$ cat src/rtl/mem_stage_pkg.sv
// rtl/mem_stage_pkg.sv - access-size codes, FSM state type and size helper for mem_stage_hs
package mem_stage_pkg;

  localparam logic [1:0] SZ_B = 2'd0;
  localparam logic [1:0] SZ_H = 2'd1;
  localparam logic [1:0] SZ_W = 2'd2;
  localparam logic [1:0] SZ_D = 2'd3;

  typedef enum logic [0:0] {
    IDLE = 1'b0,
    WAIT = 1'b1
  } state_t;

  function automatic logic [3:0] size_bytes(input logic [1:0] sz);
    case (sz)
      SZ_B:    size_bytes = 4'd1;
      SZ_H:    size_bytes = 4'd2;
      SZ_W:    size_bytes = 4'd4;
      default: size_bytes = 4'd8;
    endcase
  endfunction

endpackage

$ cat src/rtl/mem_lane_align.sv
// rtl/mem_lane_align.sv - store lane shift and byte enables, load extract/extend, misalignment check
module mem_lane_align
  import mem_stage_pkg::*;
#(
  parameter int DATA_W = 32,
  parameter int LANE_W = $clog2(DATA_W / 8)
) (
  input  logic [1:0]          i_size,
  input  logic [LANE_W-1:0]   i_lane,
  input  logic                i_is_store,
  input  logic                i_unsigned,
  input  logic [DATA_W-1:0]   i_store_data,
  input  logic [DATA_W-1:0]   i_rdata,
  output logic [DATA_W/8-1:0] o_be,
  output logic [DATA_W-1:0]   o_wdata,
  output logic [DATA_W-1:0]   o_rdata_ext,
  output logic                o_misalign
);

  localparam int NB = DATA_W / 8;

  logic [3:0]        w_bytes;
  logic [3:0]        w_lane4;
  logic [15:0]       w_be_mask;
  logic [15:0]       w_be_shift;
  logic [DATA_W-1:0] w_shift;
  logic [DATA_W-1:0] w_keep;
  logic              w_sign;

  assign w_bytes    = size_bytes(i_size);
  assign w_lane4    = 4'(i_lane);
  assign w_be_mask  = (16'd1 << w_bytes) - 16'd1;
  assign w_be_shift = w_be_mask << w_lane4;

  // A dword on a 32-bit datapath has no legal lane, so it is reported as misaligned.
  assign o_misalign = ((i_size == SZ_D) && (DATA_W == 32)) ||
                      ((w_lane4 & (w_bytes - 4'd1)) != 4'd0);

  assign o_be    = i_is_store ? w_be_shift[NB-1:0] : {NB{1'b1}};
  assign o_wdata = i_store_data << {i_lane, 3'b000};
  assign w_shift = i_rdata >> {i_lane, 3'b000};

  always_comb begin
    w_keep = '0;
    for (int i = 0; i < NB; i++) begin
      w_keep[i*8 +: 8] = (i < int'(w_bytes)) ? 8'hFF : 8'h00;
    end
  end

  always_comb begin
    w_sign = 1'b0;
    case (i_size)
      SZ_B:    w_sign = w_shift[7];
      SZ_H:    w_sign = w_shift[15];
      SZ_W:    w_sign = w_shift[31];
      default: w_sign = w_shift[DATA_W-1];
    endcase
    w_sign = w_sign & ~i_unsigned;
  end

  assign o_rdata_ext = (w_shift & w_keep) | ({DATA_W{w_sign}} & ~w_keep);

endmodule

$ cat src/rtl/mem_stage_hs.sv
// rtl/mem_stage_hs.sv - memory pipeline stage with req/ack data-memory handshake and MEM/WB register
module mem_stage_hs
  import mem_stage_pkg::*;
#(
  parameter int DATA_W  = 32,
  parameter int ADDR_W  = 8,
  parameter int REG_W   = 5,
  parameter int TIMEOUT = 15
) (
  input  logic                clk,
  input  logic                rst,
  input  logic                ex_valid,
  input  logic [DATA_W-1:0]   ex_alu_result,
  input  logic [DATA_W-1:0]   ex_store_data,
  input  logic [REG_W-1:0]    ex_write_reg,
  input  logic                ex_mem_read,
  input  logic                ex_mem_write,
  input  logic [1:0]          ex_size,
  input  logic                ex_unsigned,
  input  logic                ex_mem_to_reg,
  input  logic                ex_reg_write,
  output logic                mem_stall,
  output logic                dmem_req,
  output logic                dmem_we,
  output logic [ADDR_W-1:0]   dmem_addr,
  output logic [DATA_W/8-1:0] dmem_be,
  output logic [DATA_W-1:0]   dmem_wdata,
  input  logic [DATA_W-1:0]   dmem_rdata,
  input  logic                dmem_ack,
  output logic                wb_valid,
  output logic [DATA_W-1:0]   wb_alu_result,
  output logic [DATA_W-1:0]   wb_read_data,
  output logic [REG_W-1:0]    wb_write_reg,
  output logic                wb_mem_to_reg,
  output logic                wb_reg_write,
  output logic                wb_misalign,
  output logic                wb_bus_err
);

  localparam int LANE_W = $clog2(DATA_W / 8);
  localparam int CNT_W  = $clog2(TIMEOUT + 1);

  state_t            r_state;
  logic [CNT_W-1:0]  r_cnt;

  logic              w_mem_op;
  logic              w_lane_mis;
  logic              w_misalign;
  logic              w_req;
  logic              w_ack;
  logic              w_timeout;
  logic              w_err;
  logic              w_complete;
  logic [DATA_W-1:0] w_rdata_ext;

  mem_lane_align #(
    .DATA_W (DATA_W),
    .LANE_W (LANE_W)
  ) u_align (
    .i_size       (ex_size),
    .i_lane       (ex_alu_result[LANE_W-1:0]),
    .i_is_store   (ex_mem_write),
    .i_unsigned   (ex_unsigned),
    .i_store_data (ex_store_data),
    .i_rdata      (dmem_rdata),
    .o_be         (dmem_be),
    .o_wdata      (dmem_wdata),
    .o_rdata_ext  (w_rdata_ext),
    .o_misalign   (w_lane_mis)
  );

  assign w_mem_op   = ex_valid & (ex_mem_read | ex_mem_write);
  assign w_misalign = w_mem_op & w_lane_mis;
  assign w_req      = w_mem_op & ~w_lane_mis;
  assign w_ack      = w_req & dmem_ack;
  assign w_timeout  = w_req & (r_state == WAIT) & (r_cnt == CNT_W'(TIMEOUT)) & ~dmem_ack;
  assign w_err      = w_misalign | w_timeout;
  assign w_complete = ex_valid & (~w_mem_op | w_misalign | w_ack | w_timeout);

  assign mem_stall = w_req & ~dmem_ack & ~w_timeout;
  // Request is masked by reset so it drops at once, even with ex_* still held upstream.
  assign dmem_req  = w_req & rst;
  assign dmem_we   = dmem_req & ex_mem_write;
  assign dmem_addr = ex_alu_result[ADDR_W+LANE_W-1:LANE_W];

  always_ff @(posedge clk or negedge rst) begin
    if (!rst) begin
      r_state <= IDLE;
      r_cnt   <= '0;
    end else begin
      case (r_state)
        IDLE: begin
          if (w_req && !dmem_ack) begin
            r_state <= WAIT;
            r_cnt   <= CNT_W'(1);
          end
        end
        WAIT: begin
          if (!w_req || dmem_ack || w_timeout) begin
            r_state <= IDLE;
            r_cnt   <= '0;
          end else begin
            r_cnt <= r_cnt + CNT_W'(1);
          end
        end
        default: begin
          r_state <= IDLE;
          r_cnt   <= '0;
        end
      endcase
    end
  end

  always_ff @(posedge clk or negedge rst) begin
    if (!rst) begin
      wb_valid      <= 1'b0;
      wb_alu_result <= '0;
      wb_read_data  <= '0;
      wb_write_reg  <= '0;
      wb_mem_to_reg <= 1'b0;
      wb_reg_write  <= 1'b0;
      wb_misalign   <= 1'b0;
      wb_bus_err    <= 1'b0;
    end else if (w_complete) begin
      wb_valid      <= 1'b1;
      wb_alu_result <= ex_alu_result;
      wb_read_data  <= w_err ? '0 : w_rdata_ext;
      wb_write_reg  <= ex_write_reg;
      wb_mem_to_reg <= ex_mem_to_reg;
      wb_reg_write  <= ex_reg_write & ~w_err;
      wb_misalign   <= w_misalign;
      wb_bus_err    <= w_timeout;
    end else begin
      wb_valid     <= 1'b0;
      wb_reg_write <= 1'b0;
    end
  end

endmodule
$ cat config.mk
export PLATFORM = sky130hd
export DESIGN_NAME = mem_stage_hs
export DESIGN_NICKNAME = d
export VERILOG_FILES = /design/src/rtl/mem_stage_pkg.sv /design/src/rtl/mem_lane_align.sv /design/src/rtl/mem_stage_hs.sv
export SDC_FILE = /design/constraint.sdc
export NUM_CORES = 1
export LEC_CHECK = 0
export BUFFER_PORTS_ARGS = -buffer_cell sky130_fd_sc_hd__buf_2
export CAP_MARGIN = 10
export CORE_UTILIZATION = 49
export DETAILED_ROUTE_END_ITERATION = 7
export MAX_ROUTING_LAYER = met4
export PLACE_DENSITY_LB_ADDON = 0.3
export SLEW_MARGIN = 20
export SYNTH_ARGS = -nofsm -noshare
export SYNTH_HDL_FRONTEND = slang
export SYNTH_SLANG_ARGS = --single-unit
$ cat constraint.sdc
create_clock -name clk -period 2.9 [get_ports clk]
set_clock_uncertainty 0.1 [all_clocks]
set_input_delay 0.29 -clock clk [delete_from_list [all_inputs] [get_ports clk]]
set_output_delay 0.29 -clock clk [all_outputs]
set_load 0.02 [all_outputs]
; Word-level counts from Yosys, hierarchy flattened
; Index checks and enable logic that the tools add are counted.
[op_classes]
n_shift = 4
n_eq_ne = 5
mux = 16
order_cmp = 4
reduce_logical = 8
addsub = 3
bitwise_logic = 31
[ops]
columns = cell, n
row1 = 32-bit bitwise AND, 2
row2 = 32-bit 2-to-1 mux, 1
row3 = 8-bit 2-to-1 mux, 4
row4 = 32-bit inverter, 1
row5 = 32-bit bitwise OR, 1
row6 = 32-bit by 5-bit << shifter with 32-bit output, 1
row7 = 32-bit by 5-bit >> shifter with 32-bit output, 1
row8 = 1-bit by 4-bit << shifter with 16-bit output (first input constant), 1
row9 = 16-bit by 2-bit << shifter with 4-bit output, 1
row10 = 16-bit by 1-bit subtractor with 16-bit output (second input constant), 1
row11 = 1-bit bitwise AND, 14
row12 = 4-bit 2-to-1 mux, 3
row13 = 4-bit case mux with 3 select lines, 1
row14 = 1-bit by 4-bit less-than comparator with 1-bit output (first input constant), 2
row15 = 2-bit by 4-bit less-than comparator with 1-bit output (first input constant), 2
row16 = 4-bit case mux with 2 select lines, 1
row17 = 1-bit inverter, 7
row18 = 1-bit bitwise OR, 5
row19 = 4-bit by 1-bit adder with 4-bit output (second input constant), 1
row20 = 2-bit by 4-bit bitwise AND with 4-bit output, 1
row21 = 2-bit equality test (second input constant), 2
row22 = 4-bit equality test (second input constant), 1
row23 = 1-bit 2-to-1 mux, 4
row24 = 1-bit case mux with 2 select lines, 2
row25 = 8 further kinds, 11
[word_totals]
inputBits = 112
regBits = 79

; Logic depth before layout (Yosys ltp)
; Gate-level depths: netlist of the first run.
[logic_depth]
word_depth = 15
depth_mapped = 7
mapped_depth_nobuf = 6

; Modules after synthesis
; A second synthesis of the first run with hierarchy kept.
[hier_totals]
hier_cells = 416
hier_area_um2 = 4513.1
[by_module_without_submodules]
columns = module, area_each_um2, n_inst, cells_each, seq_area_each_um2
row1 = mem_stage_hs, 3103.0, 1, 206, 1976.9
row2 = mem_lane_align, 1410.1, 1, 210, 0.0

; Worst setup path after synthesis of the first run
; OpenSTA, ideal clock, no wires.
[synth_timing]
path_kind = input -> output
from = input port ex_alu_result[0]
to = output port dmem_be[2]
t_arrival_ns = 1.600
cell_stages = 5
path_slack_ns = 0.910
path_buffers = 3
cell_sequence = buf_2 -> buf_2 -> buf_2 -> a211oi_1 -> o21ai_0
[synth_via]
elab_chain_len = 2
[synth_lines]
columns = item, line
row1 = from (decl), mem_stage_hs.sv:13  ; input logic [DATA_W-1:0] ex_alu_result,
row2 = 16-bit by 2-bit << shifter with 4-bit output, mem_lane_align.sv:33  ; assign w_be_shift = w_be_mask << w_lane4;
row3 = 4-bit 2-to-1 mux, mem_lane_align.sv:39  ; assign o_be = i_is_store ? w_be_shift[NB-1:0] : {NB{1'b1}};
row4 = to (decl), mem_stage_hs.sv:26  ; output logic [DATA_W/8-1:0] dmem_be,
; No other way between the ends.

; Worst setup path in the final report of the first run
[layout_timing]
from = register r_cnt[0]
to = output port mem_stall
[layout_via]
elab_chain_len = 5
[layout_lines]
columns = item, line
row1 = from (decl), mem_stage_hs.sv:44  ; logic [CNT_W-1:0] r_cnt;
row2 = from (signal assigned), mem_stage_hs.sv:103  ; r_cnt <= r_cnt + CNT_W'(1);
row3 = 4-bit equality test, mem_stage_hs.sv:76  ; assign w_timeout = w_req & (r_state == WAIT) & (r_cnt == CNT_W'(TIMEOUT)) & ~dmem_ack;
row4 = 1-bit bitwise AND (2 in a row), mem_stage_hs.sv:76
row5 = 1-bit inverter, mem_stage_hs.sv:80  ; assign mem_stall = w_req & ~dmem_ack & ~w_timeout;
row6 = 1-bit bitwise AND, mem_stage_hs.sv:80
row7 = to (decl), mem_stage_hs.sv:22  ; output logic mem_stall,
; No other way between the ends.

==> results of run 1 <==
-- cells in the final DEF (no fill, tap or decap), types with 5 or more instances in the layout --
cell / n
clkbuf_8: 9
a221o_1: 8
nand2_1: 37
buf_2: 231
nand3_1: 5
inv_1: 7
a21oi_1: 19
and2_1: 10
o311ai_1: 7
dfrtp_1: 79
o21ai_0: 39
nor2b_1: 9
a22o_1: 8
buf_4: 8
mux2i_1: 32
nor2_1: 13
nor3_1: 5
a211oi_1: 9
mux2_2: 10
mux2_1: 36
-- stage by stage --
| stage | std cells | area (um^2) |
|---|---|---|
| 3_5_place_dp | 710 | 5410 |
| 4_1_cts | 727 | 5670 |
| 6_report | 728 | 5670 |
| 3_3_place_gp | 710 | 5410 |
| 5_1_grt | 727 | 5670 |
| 2_1_floorplan | 404 | 4260 |
-- worst paths after layout --
| check | startpoint | slack, ns | to | cells after the start |
|---|---|---|---|---|
| worst max register to register | r_cnt[0]$_DFFE_PN0P_ | 0.85 | wb_alu_result[22]$_DFFE_PN0P_ | 6 |
| worst max-delay path | r_cnt[0]$_DFFE_PN0P_ | 0.63 | mem_stall | 5 |
| min in group asynchronous | rst | 0.30 | wb_alu_result[17]$_DFFE_PN0P_ | 2 |
| worst min register to register | wb_read_data[4]$_DFFE_PN0P_ | 0.38 | wb_read_data[4]$_DFFE_PN0P_ | 2 |
| worst min-delay path | ex_alu_result[19] | 0.04 | wb_alu_result[19]$_DFFE_PN0P_ | 2 |
| max in group asynchronous | rst | 1.42 | r_cnt[1]$_DFFE_PN0P_ | 3 |
-- metal layers --
metal | wire [um] | GRT usage | up-vias | part of all wire
met5 | 0 | - | - | 0
met2 | 6260 | 0.483 | 204 | 0.51
met1 | 4760 | 0.303 | 1879 | 0.39
met4 | 333 | 0.117 | 0 | 0.027
met3 | 817 | 0.0574 | 30 | 0.067
li1 | - | - | 1878 | -
-- logic make-up after synthesis --
kind of cell | after synthesis | synth area share
buffers and inverters | 46 | 0.0570
flip-flops | 79 | 0.465
adder cells (fa/ha/maj) | 1 | 0.00294
multiplexers | 78 | 0.197
AO/OA/AOI/OAI | 107 | 0.168
AND/OR/NAND/NOR | 92 | 0.109
XOR/XNOR | 1 | 0.00206
-- timing repair --
action	4_1_cts	5_1_grt
setup endpoints to repair	0	0
hold endpoints to repair	27	0
hold buffers	1	0
-- final cells by class --
| cell class | count | share of cell area |
|---|---|---|
| Clock inverter | 7 | 0.0212 |
| Antenna cell | 1 | 0.000441 |
| Timing Repair Buffer | 241 | 0.220 |
| Sequential cell | 79 | 0.349 |
| Clock buffer | 9 | 0.0218 |
| Inverter | 7 | 0.00463 |
| Tap cell | 105 | 0.0232 |
| Multi-Input combinational cell | 279 | 0.360 |
-- power by group --
| part | internal, mW | switching (mW) | total [mW] |
|---|---|---|---|
| logic | 0.332 | 0.534 | 0.866 |
| clock network | 0.574 | 0.418 | 0.993 |
| registers | 1.23 | 0.0709 | 1.30 |
| total | 2.14 | 1.02 | 3.16 |
==> results.cfg, run 1 <==
[floorplan]
die_h_um = 95.2
io_pins = 233
std_cell_rows = 33
die_w_um = 95.2
core_area_um2 = 8300
start_util = 0.513
die_area_um2 = 9060

[routing]
wire_per_inst_um = 16.7
avgViaCountPerCell = 5.48
drt_iter0_drc = 189
ant_nets = 0
drc = 0
drt_pass1_iterations = 5
vias = 3991
wl_um = 12200

[synthesis]
postSynthAreaPerCell_um2 = 10.5
syn_nets = 517
ys_seq_elements = 79
syn_inst = 404
post-synth-top-area-cell = dfrtp_1
ys.flop_type = dfrtp_1
synth.distinct_cells = 46
synthArstFlopShare = 1.00
yosys_warnings = 0
synth_most_common_cell = dfrtp_1
ys_top_cells_by_area = dfrtp_1 46%, mux2_1 9.5%, mux2i_1 7.5%, o21ai_0 4.6%, nand2_1 3.3%
synth_common_cells = 79 x dfrtp_1, 39 x o21ai_0, 37 x nand2_1, 36 x mux2_1, 32 x mux2i_1
ys_seq_area_frac = 0.465
synth.top_cell.area_share = 0.465
syn-cell-area_um2 = 4260
synth_edf_count = 0

[cts]
numClockSinks = 79
cts-root-to-sink-buffers = 2
htreeDepth = 3
clock-root-buffer = clkbuf_8
clock_latency_ns = 0.35
cts_resized = 0
post_cts_buffers = 0
cts_buffers = 9
cts.clk_slew.worst_paths_ns = 0.08
cts_tree = done

[pwr]
powerDensity_nw_per_um2 = 558
p_leak_nw = 2.94
power_mw = 3.16
max-vdd-ir-drop_v = 0.000240

[critical_path]
slowest_stage = dfrtp_1
cp-end-kind = output pin
crit_arrival_ns = 1.88
cpPeakStageDelay_ns = 0.42
crit_type = reg -> out
critPathLaunchType = register
cp.required_ns = 2.51
cp_top_family = simple AND/OR/NAND/NOR gates
critPathBufInv = 1
worstPathMaxFanout = 4
path_cells = ha_1, nand4_1, nand2_1, nor3_1, buf_2

[global_route]
grt_overflow_total = 0
grt_max_degree = 73
grt_pass1_wl_um = 18200
grt_usage = 0.276
antenna_found_initial = 0
grt_pass1_vias = 3751

[final_layout]
drive_above_1_share = 0.444
seq_area_um2 = 1980
postLayoutCoreUtil = 0.683
multi_input_area_um2 = 2040
nFillCells = 668
area_delta_synth_final_pct = 33.3
final_net_count = 730

[timing]
worst_slack_ns = 0.634
fmax_mhz = 441
final.hold.worst_slack_ns = 0.0427
finalHoldViolations = 0
rsz0062_at_grt = false
final-setup-viol-count = 0
min_period_ns = 2.27
max_slew.worst_pin.slew_ns = 0.864
tns_ns = 0
fin_crit_sh = 0.781
slew-limit-headroom = 0.424
slew_violations = 0

[placed_design]
io_buffers = 232
dpl.hpwl_um = 9260
routabilityCongestion = 0.847
pre_cts_ws_ns = 0.540

[outcome]
status = complete, no violations

[job]
maxCapViolCount = 0

[min_path]
hold_path.class = in -> reg
Power figures use the tool's default switching activity.
==> inputs of run 2 (changes only) <==
Settings changed: CORE_UTILIZATION 49 to 41.
Clock period 2.9 ns to 1.94 ns, I/O delays scaled along.
==> run 2 against run 1 <==
Power is 46% higher. Count of clock-buffer cells in the layout up 2. Register-to-register slack worse by 0.79 ns. Non-clock buffer count rose by 53. Clock power rose by 23%. Worst setup slack lost 0.58 ns. Sequential cell count unchanged.
==> results.cfg, run 2 (same netlist as run 1, synthesis figures left out) <==
[outcome]
status = complete, no violations

[min_path]
hp-start = dmem_rdata[27]
hold_path.class = in -> reg

[pwr]
p_sw_mw = 1.52
max-vdd-ir-drop_v = 0.000308
powerDensity_nw_per_um2 = 737
internal_power_mw = 3.10
p_comb_frac = 0.315
power.share.clock = 0.263
seq_power_share = 0.422
switching_share = 0.329
p_leak_nw = 3.20

[critical_path]
critPathLaunchType = register
worstPathMaxFanout = 13
cp-startpoint = r_cnt[1]$_DFFE_PN0P_
crit_arrival_ns = 2.01
cp-end-kind = register
rrSetupSlack_ns = 0.06
worstReg2RegStart = r_cnt[1]$_DFFE_PN0P_
cp.required_ns = 2.06
crit_type = reg -> reg

[timing]
max_slew.worst_pin.slew_ns = 0.676
tns_ns = 0
slew_violations = 0
slew-limit-headroom = 0.547
min_period_ns = 1.88
final.hold.worst_slack_ns = 0.0180
fin_crit_sh = 0.971
finalHoldViolations = 0
fmax_mhz = 531
final-setup-viol-count = 0

[global_route]
grt_max_degree = 45
grtUsageMet2 = 0.467
grt-busiest-layer = met2
grtUsageMet1 = 0.297
grt_pass1_vias = 4219
grt_usage = 0.261
grtUsageMet3 = 0.0363
grt_pass1_wl_um = 21600
antenna_found_initial = 0
grt_overflow_total = 0

[cts]
clock_latency_ns = 0.35
numClockSinks = 79
cts.clk_slew.worst_paths_ns = 0.08
cts-root-to-sink-buffers = 2
cts_tree = done
cts_buffers = 9
htreeDepth = 3
clock-root-buffer = clkbuf_8

[placed_design]
place_inst = 748
dpl.hpwl_um = 10000
io_buffers = 232
routabilityCongestion = 0.795

[floorplan]
start_util = 0.429
std_cell_rows = 36
die_area_um2 = 10800
die_w_um = 104
core_area_um2 = 9910
die_h_um = 104
io_pins = 233

[routing]
avgViaCountPerCell = 5.27
drc = 0
drt_iter0_drc = 271
vias = 4248
ant_nets = 0
wire_per_inst_um = 17.0
wl_um = 13700
drt_pass1_iterations = 4

[final_layout]
drive_above_1_share = 0.437
diodes = 0
fin_cells = 806
final_net_count = 783
final_cell_mix = 230 x buf_2, 79 x dfrtp_1, 39 x o21ai_0
postLayoutCoreUtil = 0.633
layout_commonest_cell = buf_2
area_delta_synth_final_pct = 47.4

[job]
maxCapViolCount = 0
## run 2: final timing paths
check	end	cells after the start
setup / recovery	wb_alu_result[7]$_DFFE_PN0P_	7
hold / removal	wb_read_data[27]$_DFFE_PN0P_	2
setup reg to reg	wb_alu_result[7]$_DFFE_PN0P_	7
hold reg to reg	wb_read_data[5]$_DFFE_PN0P_	2
max in group asynchronous	wb_write_reg[2]$_DFFE_PN0P_	3
min in group asynchronous	wb_read_data[8]$_DFFE_PN0P_	3
## run 2: critical path, cell delays in order, from the launching register on
cell and delay (ns):
dfrtp_1 0.41, ha_2 0.20, nand4_1 0.11, nand2_2 0.12, o21ai_4 0.19, buf_12 0.15
buf_12 0.14, mux2_1 0.34
## run 2: cell type report
type                            instances  area, um^2
Clock buffer                           11         151
Clock inverter                          3        43.8
Fill cell                             819        3640
Inverter                                7        26.3
Multi-Input combinational cell        279        2060
Sequential cell                        79        1980
Tap cell                              133         166
Timing Repair Buffer                  294        1840
## run 2: power by group through the flow
| stage | Sequential (mW) | Clock (mW) | Combinational, mW |
|---|---|---|---|
| after floorplan | 2.21 | 0 | 0.537 |
| after global placement | 1.97 | 0 | 1.32 |
| after detailed placement | 1.98 | 0 | 1.35 |
| after CTS | 1.95 | 1.24 | 1.43 |
| after global routing | 1.98 | 1.30 | 1.56 |
| final | 1.95 | 1.22 | 1.46 |
## run 2: routing by layer
metal	vias up	share of wire
met5	-	0
met4	0	0.019
met3	18	0.062
met2	207	0.52
met1	2040	0.40
li1	1983	-
## run 2: what timing repair did
| item | CTS | global route |
|---|---|---|
| hold buffers | 38 | 0 |
| cloned | 0 | 2 |
| buffers inserted | 2 | 2 |
| pin swaps | 2 | 3 |
| endpoints found under the setup margin | 4 | 40 |
| endpoints found under the hold margin | 116 | 0 |
| gates resized for setup | 5 | 3 |
## run 2: metrics by stage
step	cell area (um^2)	worst slack, ns	total power [mW]
6_report	6270	0.0564	4.62
5_1_grt	6270	-0.0121	4.84
4_1_cts	6180	0.00792	4.62
3_5_place_dp	5570	-0.0000735	3.33
3_3_place_gp	5570	0.0190	3.29
2_1_floorplan	4260	0.0705	2.75
==> inputs of run 3 (changes only) <==
Settings changed: CORE_UTILIZATION 41 to 49.
Clock period 1.94 ns to 2.3 ns, I/O delays scaled along.
==> run 3 against run 2 <==
Non-clock buffer count fell by 27. Sequential share of layout area rose by 2.0 points. Via count fell by 3.5%. Sequential power fell by 15%. Combinational power fell by 23%. Worst setup slack improved by 0.090 ns. Die area fell by 16%. Utilization rose by 7.8 points. Global-route usage rose by 2.1 points. Clock power fell by 9%. Critical path type is now reg -> out.
==> results.cfg, run 3 (same netlist as run 1, synthesis figures left out) <==
[critical_path]
rr_endpoint = wb_alu_result[22]$_DFFE_PN0P_
worstReg2RegStart = r_cnt[0]$_DFFE_PN0P_
crit_type = reg -> out
critPathLaunchType = register
cp.required_ns = 1.97
cpPeakStageDelay_ns = 0.42
slowest_stage = dfrtp_1
r2r_cells = 6
cp-end-kind = output pin
crit_arrival_ns = 1.82
worstPathMaxFanout = 4
path_cells = ha_1, nand4_1, nand2_1, nor3_1, buf_2
rrSetupSlack_ns = 0.28

[min_path]
hold_path.class = in -> reg
hp-start = ex_alu_result[30]
min_to = wb_alu_result[30]$_DFFE_PN0P_
min_path_cells = 2

[floorplan]
die_area_um2 = 9060
std_cell_rows = 33
die_w_um = 95.2
core_area_um2 = 8300
io_pins = 233
die_h_um = 95.2
start_util = 0.513

[final_layout]
fin_cells = 753
nFillCells = 644
finalInstanceArea_um2 = 5900
final_cell_mix = 231 x buf_2, 79 x dfrtp_1, 39 x o21ai_0
layout_commonest_cell = buf_2
final_net_count = 756
area_delta_synth_final_pct = 38.7
drive_above_1_share = 0.429
diodes = 0

[global_route]
grt_pass1_wl_um = 18800
grt_overflow_total = 0
grt_pass1_vias = 3833
antenna_found_initial = 0
grt_max_degree = 73
grt_usage = 0.282

[timing]
finalHoldViolations = 0
slew-limit-headroom = 0.611
tns_ns = 0
worst_slack_ns = 0.147
slew_violations = 0
final.hold.worst_slack_ns = 0.00478
rsz0062_at_grt = false
max_slew.worst_pin.slew_ns = 0.583
min_period_ns = 2.15
fmax_mhz = 464
fin_crit_sh = 0.936
final-setup-viol-count = 0

[cts]
htreeDepth = 3
cts_tree = done
cts_resized = 0
numClockSinks = 79
cts_buffers = 9
cts.clk_slew.worst_paths_ns = 0.08
clock-root-buffer = clkbuf_8
clock_latency_ns = 0.34
cts-root-to-sink-buffers = 2

[routing]
highest_layer = met4
wire_per_inst_um = 16.4
drt_iter0_drc = 161
ant_nets = 0
drc = 0
drt-met1-wl_um = 5010
wl_um = 12400
avgViaCountPerCell = 5.45
drt_pass1_iterations = 4
vias = 4101
route.met3.wl_um = 812
wl_met2_um = 6270

[outcome]
status = complete, no violations

[pwr]
max-vdd-ir-drop_v = 0.000280
powerDensity_nw_per_um2 = 658
p_leak_nw = 3.04

[placed_design]
io_buffers = 232
dpl.hpwl_um = 9180
routabilityCongestion = 0.906
place_inst = 714
pre_cts_ws_ns = 0.300
placed_area_um2 = 5460

[job]
maxCapViolCount = 0
[run 3: cell count changes in the layout (fill, tap and decap cells not counted), sizes merged]
| cell | previous run | this run |
|---|---|---|
| clkbuf | 13 | 11 |
| bufinv | 1 | 2 |
| dlygate4sd3 | 38 | 23 |
| buf | 254 | 244 |
| clkinv | 2 | 3 |
[run 3: critical path: cells and delay by family (launching register included)]
family / cells / cell delay, ns
simple gates: 3 / 0.59
flops: 1 / 0.42
buf+inv: 1 / 0.24
fa+ha+maj: 1 / 0.25
[run 3: worst max-delay path by stage]
stage                                     from                       endpoint  slack, ns  cells past startpoint
after floorplan               ex_alu_result[0]                     dmem_be[2]       0.43                      5
after global placement    r_cnt[0]$_DFFE_PN0P_  wb_alu_result[21]$_DFFE_PN0P_       0.36                      6
after detailed placement  r_cnt[0]$_DFFE_PN0P_  wb_alu_result[23]$_DFFE_PN0P_       0.30                      6
after CTS                 r_cnt[0]$_DFFE_PN0P_                      mem_stall       0.13                      5
after global routing      r_cnt[0]$_DFFE_PN0P_                      mem_stall      0.009                      5
final                     r_cnt[0]$_DFFE_PN0P_                      mem_stall       0.15                      5
[run 3: metal layers]
metal / vias up / GRT usage
met5: - / -
met4: 0 / 0.104
met3: 21 / 0.0542
met2: 189 / 0.470
met1: 1966 / 0.338
li1: 1925 / -
[run 3: final cells by class]
class | instances | area (um^2) | area share
multi-input combinational | 279 | 2040 | 0.346
tap | 105 | 131 | 0.0223
clock inverter | 5 | 82.6 | 0.0140
clock buffer | 11 | 131 | 0.0223
inverter | 7 | 26.3 | 0.00445
sequential | 79 | 1980 | 0.335
timing repair buffer | 267 | 1510 | 0.256
[run 3: where the power goes]
group	internal [mW]	total, mW	switching [mW]
clock network	0.614	1.11	0.494
logic	0.449	1.13	0.679
registers	1.55	1.65	0.0926
[run 3: through the flow]
stage / power, mW / util
after floorplan: 2.32 / -
final: 3.88 / 0.711
after detailed placement: 2.77 / 0.657
after global routing: 4.08 / 0.711
after CTS: 3.90 / 0.706
after global placement: 2.74 / 0.657
[run 3: timing repair]
item / 4_1_cts / 5_1_grt
endpoints found under the hold margin: 97 / 4
hold buffers: 19 / 4
buffers inserted: 0 / 0
